**config.mk**
```make
export PLATFORM = sky130hd
export DESIGN_NAME = tt_um_akanksha_hu8785_add_ctrl
export DESIGN_NICKNAME = d
export VERILOG_FILES = /design/src/rtl/add_ctrl_pkg.sv /design/src/rtl/add_ctrl_sync_rise_det.sv /design/src/rtl/tt_um_akanksha_hu8785_add_ctrl.sv
export SDC_FILE = /design/constraint.sdc
export NUM_CORES = 1
export LEC_CHECK = 0
export ABC_AREA = 1
export BUFFER_PORTS_ARGS = -buffer_cell sky130_fd_sc_hd__buf_2
export CAP_MARGIN = 20
export CORE_ASPECT_RATIO = 0.8
export CORE_UTILIZATION = 50
export CTS_CLUSTER_SIZE = 10
export DETAILED_ROUTE_END_ITERATION = 7
export MAX_ROUTING_LAYER = met4
export PLACE_DENSITY = 0.82
export SYNTH_ARGS = -nofsm -noshare
export SYNTH_HDL_FRONTEND = slang
export SYNTH_SLANG_ARGS = --single-unit
export TNS_END_PERCENT = 1
```
**constraint.sdc**
```tcl
create_clock -name clk -period 1.9 [get_ports clk]
set_input_delay 0 -clock clk [delete_from_list [all_inputs] [get_ports clk]]
set_output_delay 0 -clock clk [all_outputs]
set_load 0.05 [all_outputs]
```
**src/rtl/add_ctrl_pkg.sv**
```systemverilog
// Shared types and pin-index constants for the pin-level adder sequencer.
package add_ctrl_pkg;

  typedef enum logic [1:0] {
    IDLE   = 2'd0,
    WAIT_B = 2'd1,
    ADD    = 2'd2,
    DONE   = 2'd3
  } state_t;

  // Bit positions within uio_in / uio_out
  localparam int LOAD_BIT  = 0;
  localparam int ACK_BIT   = 1;
  localparam int CLR_BIT   = 2;
  localparam int BUSY_BIT  = 4;
  localparam int DONE_BIT  = 5;
  localparam int CARRY_BIT = 6;
  localparam int WAITB_BIT = 7;

  localparam logic [7:0] UIO_OE_MASK = 8'hF0;

  typedef struct packed {
    logic wait_b;
    logic done;
    logic busy;
  } flags_t;

  // Moore status flags that belong to each state; loaded alongside the state
  function automatic flags_t flags_of(state_t s);
    flags_t f;
    f.wait_b = (s == WAIT_B);
    f.done   = (s == DONE);
    f.busy   = (s == WAIT_B) || (s == ADD);
    return f;
  endfunction

endpackage

```
**src/rtl/add_ctrl_sync_rise_det.sv**
```systemverilog
// Multi-flop input synchronizer with a registered previous-level flop for rise detection.
module sync_rise_det #(
  parameter int SYNC_STAGES = 2
) (
  input  logic clk,
  input  logic rst_n,
  input  logic d,
  output logic level,
  output logic rise
);

  logic [SYNC_STAGES-1:0] sync_q;
  logic                   prev_q;

  always_ff @(posedge clk or negedge rst_n) begin
    if (!rst_n) begin
      sync_q <= '0;
      prev_q <= 1'b0;
    end else begin
      sync_q <= {sync_q[SYNC_STAGES-2:0], d};
      prev_q <= sync_q[SYNC_STAGES-1];
    end
  end

  assign level = sync_q[SYNC_STAGES-1];
  assign rise  = sync_q[SYNC_STAGES-1] & ~prev_q;

endmodule

```
**src/rtl/tt_um_akanksha_hu8785_add_ctrl.sv**
```systemverilog
// Tiny Tapeout top: Moore sequencer capturing A then B and presenting A+B with carry.
// Optional MOORE_ACC_EN: a load in DONE chains a running sum instead of being ignored.
module tt_um_akanksha_hu8785_add_ctrl
  import add_ctrl_pkg::*;
#(
  parameter int SYNC_STAGES = 2
) (
  input  logic [7:0] ui_in,
  output logic [7:0] uo_out,
  input  logic [7:0] uio_in,
  output logic [7:0] uio_out,
  output logic [7:0] uio_oe,
  input  logic       ena,
  input  logic       clk,
  input  logic       rst_n
);

  state_t      state_q;
  flags_t      flags_q;
  logic [7:0]  a_q;
  logic [7:0]  b_q;
  logic [7:0]  out_q;
  logic        carry_q;

  logic load_level, load_rise;
  logic ack_level,  ack_rise;
  logic clr_level,  clr_rise;

  // Strobes are edge events with no back-pressure: a rise is consumed in the
  // cycle it appears whether or not the current state acts on it.
  sync_rise_det #(.SYNC_STAGES(SYNC_STAGES)) u_load_sync (
    .clk   (clk),
    .rst_n (rst_n),
    .d     (uio_in[LOAD_BIT]),
    .level (load_level),
    .rise  (load_rise)
  );

  sync_rise_det #(.SYNC_STAGES(SYNC_STAGES)) u_ack_sync (
    .clk   (clk),
    .rst_n (rst_n),
    .d     (uio_in[ACK_BIT]),
    .level (ack_level),
    .rise  (ack_rise)
  );

  sync_rise_det #(.SYNC_STAGES(SYNC_STAGES)) u_clr_sync (
    .clk   (clk),
    .rst_n (rst_n),
    .d     (uio_in[CLR_BIT]),
    .level (clr_level),
    .rise  (clr_rise)
  );

  always_ff @(posedge clk or negedge rst_n) begin
    if (!rst_n) begin
      state_q <= IDLE;
      flags_q <= flags_of(IDLE);
      a_q     <= 8'h00;
      b_q     <= 8'h00;
      out_q   <= 8'h00;
      carry_q <= 1'b0;
    end else if (clr_level) begin
      state_q <= IDLE;
      flags_q <= flags_of(IDLE);
      a_q     <= 8'h00;
      b_q     <= 8'h00;
      out_q   <= 8'h00;
      carry_q <= 1'b0;
    end else begin
      case (state_q)
        IDLE: begin
          if (load_rise) begin
            a_q     <= ui_in;
            out_q   <= ui_in;
            state_q <= WAIT_B;
            flags_q <= flags_of(WAIT_B);
          end
        end
        WAIT_B: begin
          if (load_rise) begin
            b_q     <= ui_in;
            state_q <= ADD;
            flags_q <= flags_of(ADD);
          end
        end
        ADD: begin
          {carry_q, out_q} <= {1'b0, a_q} + {1'b0, b_q};
          state_q          <= DONE;
          flags_q          <= flags_of(DONE);
        end
        DONE: begin
          if (ack_rise) begin
            state_q <= IDLE;
            flags_q <= flags_of(IDLE);
          end
`ifdef MOORE_ACC_EN
          else if (load_rise) begin
            a_q     <= out_q;
            b_q     <= ui_in;
            state_q <= ADD;
            flags_q <= flags_of(ADD);
          end
`endif
        end
        default: begin
          state_q <= IDLE;
          flags_q <= flags_of(IDLE);
        end
      endcase
    end
  end

  always_comb begin
    uio_out            = 8'h00;
    uio_out[BUSY_BIT]  = flags_q.busy;
    uio_out[DONE_BIT]  = flags_q.done;
    uio_out[CARRY_BIT] = carry_q;
    uio_out[WAITB_BIT] = flags_q.wait_b;
  end

  assign uo_out = out_q;
  assign uio_oe = UIO_OE_MASK;

  logic unused_ok;
  assign unused_ok = &{1'b0, ena, uio_in[7:3], load_level, ack_level, clr_rise};

endmodule

```
Yosys cells after proc, flatten, opt, wreduce, memory -nomap -nowiden
Cells that the tools add are included.
- equal/unequal tests: 6
- multiplexer cells: 19
- reduce and logical (&&, ||, !) cells: 10
- bitwise gates (word level): 4
- add/subtract/negate cells: 1
- operator list (kind ; count):
    8-bit two-way mux ; 6
    8-bit one-hot mux with 2 select lines ; 1
    3-bit two-way mux ; 4
    3-bit one-hot mux with 4 select lines ; 1
    8-bit by 8-bit adder with 9-bit output ; 1
    3-bit by 2-bit inequality test with 1-bit output (second input constant) ; 3
    2-bit two-way mux ; 4
    2-bit one-hot mux with 4 select lines ; 1
    2-bit nonzero test ; 4
    2-bit AND reduction ; 3
    2-bit == test (second input constant) ; 2
    3-bit AND reduction ; 1
    3-bit nonzero test ; 1
    1-bit AND ; 2
    2-bit by 1-bit == test with 1-bit output (second input constant) ; 1
    2-bit zero test ; 1
    1-bit two-way mux ; 2
    1-bit inverter ; 2
- register bits: 38
- input bits: 19

Longest topological paths before layout
- word-level depth: 5
- mapped depth: 12
- gate-level depth less buffers: 12

Hierarchy
From an unflattened synthesis, not the netlist that was laid out.
- cell total of the unflattened synthesis: 255
- area total of the unflattened synthesis: 2167.1 sq um
- modules (own cells, without submodules) (module ; area an instance (sq um) ; times used ; seq. area each (sq um) ; cells an instance):
    tt_um_akanksha_hu8785_add_ctrl ; 1911.8 ; 1 ; 750.7 ; 240
    sync_rise_det ; 85.1 ; 3 ; 75.1 ; 5

Worst setup path before layout
Ideal clock, no wire load.
- path type: reg2reg
- start: register state_q[0]
- end: register a_q[3]
- slack: 0.359 ns
- cell stages (with the launch flop): 6
- arrival: 1.416 ns
- period minus slack after synthesis: 1.541 ns
- buffers on the path: 0
- cells stage by stage: dfrtp_1 -> inv_1 -> ha_1 -> nand2_2 -> nand2_4 -> mux2_2
- cells in the longest elaborated chain, start to end: 3
- ends and longest elaborated chain (item ; line ; RTL):
    from (decl) ; tt_um_akanksha_hu8785_add_ctrl.sv:18 ; state_t state_q;
    from (signal assigned) ; tt_um_akanksha_hu8785_add_ctrl.sv:57 ; state_q <= IDLE;
    from (signal assigned) ; tt_um_akanksha_hu8785_add_ctrl.sv:64 ; state_q <= IDLE;
    from (signal assigned) ; tt_um_akanksha_hu8785_add_ctrl.sv:76 ; state_q <= WAIT_B;
    2-bit zero test ; tt_um_akanksha_hu8785_add_ctrl.sv:71 ; case (state_q)
    2-bit nonzero test (no source line) ; - ;
    2-bit AND reduction (no source line) ; - ;
    to (signal assigned) ; tt_um_akanksha_hu8785_add_ctrl.sv:74 ; a_q <= ui_in;
    to (decl) ; tt_um_akanksha_hu8785_add_ctrl.sv:20 ; logic [7:0] a_q;
No other way between the ends.
A chain may end at the register's enable or synchronous reset.

Worst setup path after layout
- start: register a_q[0]
- end: register out_q[6], in the netlist uo_out[6]
- cells in the longest elaborated chain, start to end: 3
- ends and longest elaborated chain (item ; line ; RTL):
    8-bit by 8-bit adder with 9-bit output ; tt_um_akanksha_hu8785_add_ctrl.sv:88 ; {carry_q, out_q} <= {1'b0, a_q} + {1'b0, b_q};
    8-bit one-hot mux with 2 select lines ; tt_um_akanksha_hu8785_add_ctrl.sv:71 ;
    8-bit two-way mux ; tt_um_akanksha_hu8785_add_ctrl.sv:63 ; end else if (clr_level) begin
    to (signal assigned) ; tt_um_akanksha_hu8785_add_ctrl.sv:75 ; out_q <= ui_in;
    to (signal assigned) ; tt_um_akanksha_hu8785_add_ctrl.sv:88 ;
    to (decl) ; tt_um_akanksha_hu8785_add_ctrl.sv:22 ; logic [7:0] out_q;
No other way between the ends.

==> results_dict.tcl <==
set metrics [dict create \
    antenna_found_initial 0 \
    via_per_inst 4.821 \
    postSynth.topFlopCell "sky130_fd_sc_hd__dfrtp_1" \
    synth-seq-area-share_pct 44.13 \
    io_buffers 24 \
    fmaxAchievable_ghz 0.5785 \
    pwr-share-clk_pct 19.6 \
    power_per_cell_area_nw_per_um2 1220 \
    post_cts_buffers 0 \
    cts_root_buffer "sky130_fd_sc_hd__clkbuf_8" \
    synth_top_area_cell "sky130_fd_sc_hd__dfrtp_1" \
    worstPathRequired_ps 2090 \
    final_nets 302 \
    outcome "finished clean" \
    final_core_utilization_pct 61.55 \
    synth-edff-count 0 \
    post-route-drc-count 0 \
    die_w_um 75.39 \
    met3RoutedLength_um 268 \
    cts_tree "yes" \
    gr-total-overflow 0 \
    finalWorstPathRequiredPeriod_ps 1729 \
    h_tree_depth 2 \
    fp.dieArea_um2 4577 \
    tritoncts.num_buffers 5 \
    area_delta_synth_final_pct 12.95 \
    io-pin-count 43 \
    power_report.internal_total_mw 1.646 \
    die_h_um 60.72 \
    layout-drive-gt1-share_pct 23.05 \
    cts_max_path_buffers 2 \
    worstHoldPathType "in2reg" \
    top_post_synthesis_cells_by_count "51 x sky130_fd_sc_hd__nand2_1, 38 x sky130_fd_sc_hd__dfrtp_1, 25 x sky130_fd_sc_hd__inv_1" \
    p_seq_share_pct 36.3 \
    finalSetupViolCount 0 \
    crit_fanout 3 \
    clock-sinks 38 \
    cp_data_arrival_time_ps 1910 \
    synth.cell_area_um2 2155 \
    path_type_of_the_worst_setup_path "reg2reg" \
    synth_most_common_cell "sky130_fd_sc_hd__nand2_1" \
    finalSetupTns_ps 0 \
    initial_cell_density_of_the_core_pct 54.49 \
    core_area_um2 3954 \
    ys_async_sr_fraction_pct 100.0 \
    vias 1562 \
    drt_iter0_drc 105 \
    max-cap-violations 0 \
    synth.area.top_cells "sky130_fd_sc_hd__dfrtp_1 44%, sky130_fd_sc_hd__nand2_1 8.9%, sky130_fd_sc_hd__ha_1 8.1%" \
    grt_max_degree 39 \
    p_comb_share_pct 44.1 \
    yosysWarningCount 0 \
    fin_total_pwr_mw 2.970 \
    grt_first_pass_wirelength_um 6541 \
    postSynthRegisterBits 38 \
    vdd.ir_drop.worst_v 0.0005463 \
    gp_congestion 0.9378 \
    fin_crit_sh_pct 90.98 \
    swShare_pct 44.56 \
    clkSlewWorstSetupHoldPaths_ps 80 \
    p_leak_nw 1.287 \
    p_switching_mw 1.323 \
    slew_violations 0 \
    worst_clock_skew_ps 6.540 \
    post-dp-hpwl_um 2824 \
    wl_met1_um 1926 \
    synthesis.area_per_instance_um2 9.168 \
    unrepaired_setup_endpoints_after_global_routing "false" \
    finalHoldViolCount 0 \
    via_count_of_the_first_global_routing_pass 1419 \
    clkLatencyLatePin_ps 300 \
    fp-row-count 20 \
    antennaDiodeCount 0 \
    synthDistinctLibCells 33 \
    first_pass_iters 4 \
    r2r_setup_slack_ps 170 \
    totalWireLength_um 3834 \
    tightestPinTransition_ps 805.0 \
    routed_wire_length_per_instance_um 11.83 \
    grt_util_all_layers_pct 20.73 \
    critical_path.startpoint_type "flop" \
    detail-route-antenna-nets 0 \
    worst_slew_margin_rel_pct 46.33 \
    route.met2.wl_um 1572 \
    top_layer_used "met4" \
    worst_setup_path_end_kind "flop" \
    syn-instance-count 235 \
    synth_largest_type_area_fraction_pct 44.13 \
    hold-worst-slack_ps 63.03 \
]
[cell families (layout without fill, tap and decap cells)]
kind of cell    Yosys count  in the layout  synth area share (%)
compound gates           30             30                 8.537
fa+ha+maj                15             15                 9.059
buf+inv                  43             67                 10.45
flops                    38             38                 44.13
mux                      12             12                 6.272
other cells               2             12                0.3486
simple gates             95             95                 21.20
[what timing repair did]
action	CTS	global route
resized for setup	0	2
endpoints found under the hold margin	43	0
hold buffers	5	0
setup endpoints to repair	0	2
[registers in the layout, indices dropped and copies added, names as in the netlist]
signal,cells
b_q,8
u_clr_sync.sync_q,2
u_load_sync.sync_q,2
state_q,2
a_q,8
uio_out,3
uo_out,8
u_ack_sync.sync_q,2
u_ack_sync.prev_q,1
u_load_sync.prev_q,1
carry_q,1
[per-layer routing]
| layer | global-route usage, % | vias up |
|---|---|---|
| met1 | 29.30 | 712 |
| met5 | - | - |
| li1 | - | 793 |
| met2 | 29.08 | 49 |
| met4 | 7.937 | 0 |
| met3 | 4.485 | 8 |
[final timing paths]
path,startpoint,endpoint,cells after the start
worst min register to register,u_clr_sync.sync_q[0]$_DFF_PN0_,u_clr_sync.sync_q[1]$_DFF_PN0_,0
min in group asynchronous,rst_n,b_q[1]$_DFFE_PN0P_,2
worst max-delay path,a_q[0]$_DFFE_PN0P_,uo_out[6]$_DFFE_PN0P_,11
worst max register to register,a_q[0]$_DFFE_PN0P_,uo_out[6]$_DFFE_PN0P_,11
worst min-delay path,ui_in[1],a_q[1]$_DFFE_PN0P_,5
max in group asynchronous,rst_n,uo_out[4]$_DFFE_PN0P_,2
[cell usage in the layout, fill, tap and decap left out, drive strengths merged, types with 3 or more instances in the layout]
master	count
nand2	59
dfrtp	38
inv	27
buf	27
nor2	17
o21ai	16
ha	14
nand3	13
conb	12
mux2	12
a21oi	10
clkbuf	6
dlygate4sd3	5
or2	3
[power by group through the flow]
stage | logic (mW) | clock network, mW | registers (mW)
detailed placement | 1.30 | 0 | 1.09
floorplan | 0.687 | 0 | 1.44
global placement | 1.28 | 0 | 1.08
finish | 1.31 | 0.582 | 1.08
global route | 1.45 | 0.638 | 1.10
CTS | 1.31 | 0.591 | 1.08
[critical path: stages, from the launching register on]
cell and delay (ps):
sky130_fd_sc_hd__dfrtp_1 380, sky130_fd_sc_hd__ha_2 210, sky130_fd_sc_hd__inv_1 60, sky130_fd_sc_hd__fa_1 370
sky130_fd_sc_hd__inv_1 70, sky130_fd_sc_hd__nand2_1 80, sky130_fd_sc_hd__nand2_1 70, sky130_fd_sc_hd__nand3b_1 90
sky130_fd_sc_hd__nand3_1 80, sky130_fd_sc_hd__nand3_1 80, sky130_fd_sc_hd__nand2_1 80, sky130_fd_sc_hd__nand2_1 50
[final cells by class]
type	instances	area, um^2
Fill cell	351	1520
Timing Repair Buffer	32	192.7
Clock inverter	2	12.51
Inverter	27	103.9
Multi-Input combinational cell	164	1022
Tap cell	55	68.82
Clock buffer	6	82.58
Sequential cell	38	950.9
[per-stage QoR]
stage,cells,cell area [um^2],setup slack (ps)
after detailed placement,311,2282,178.0
after global routing,324,2434,19.10
after global placement,311,2282,234.2
after CTS,324,2427,148.9
final,324,2434,171.3
after floorplan,245,2192,358.9
(Power assumes the default switching activity.)
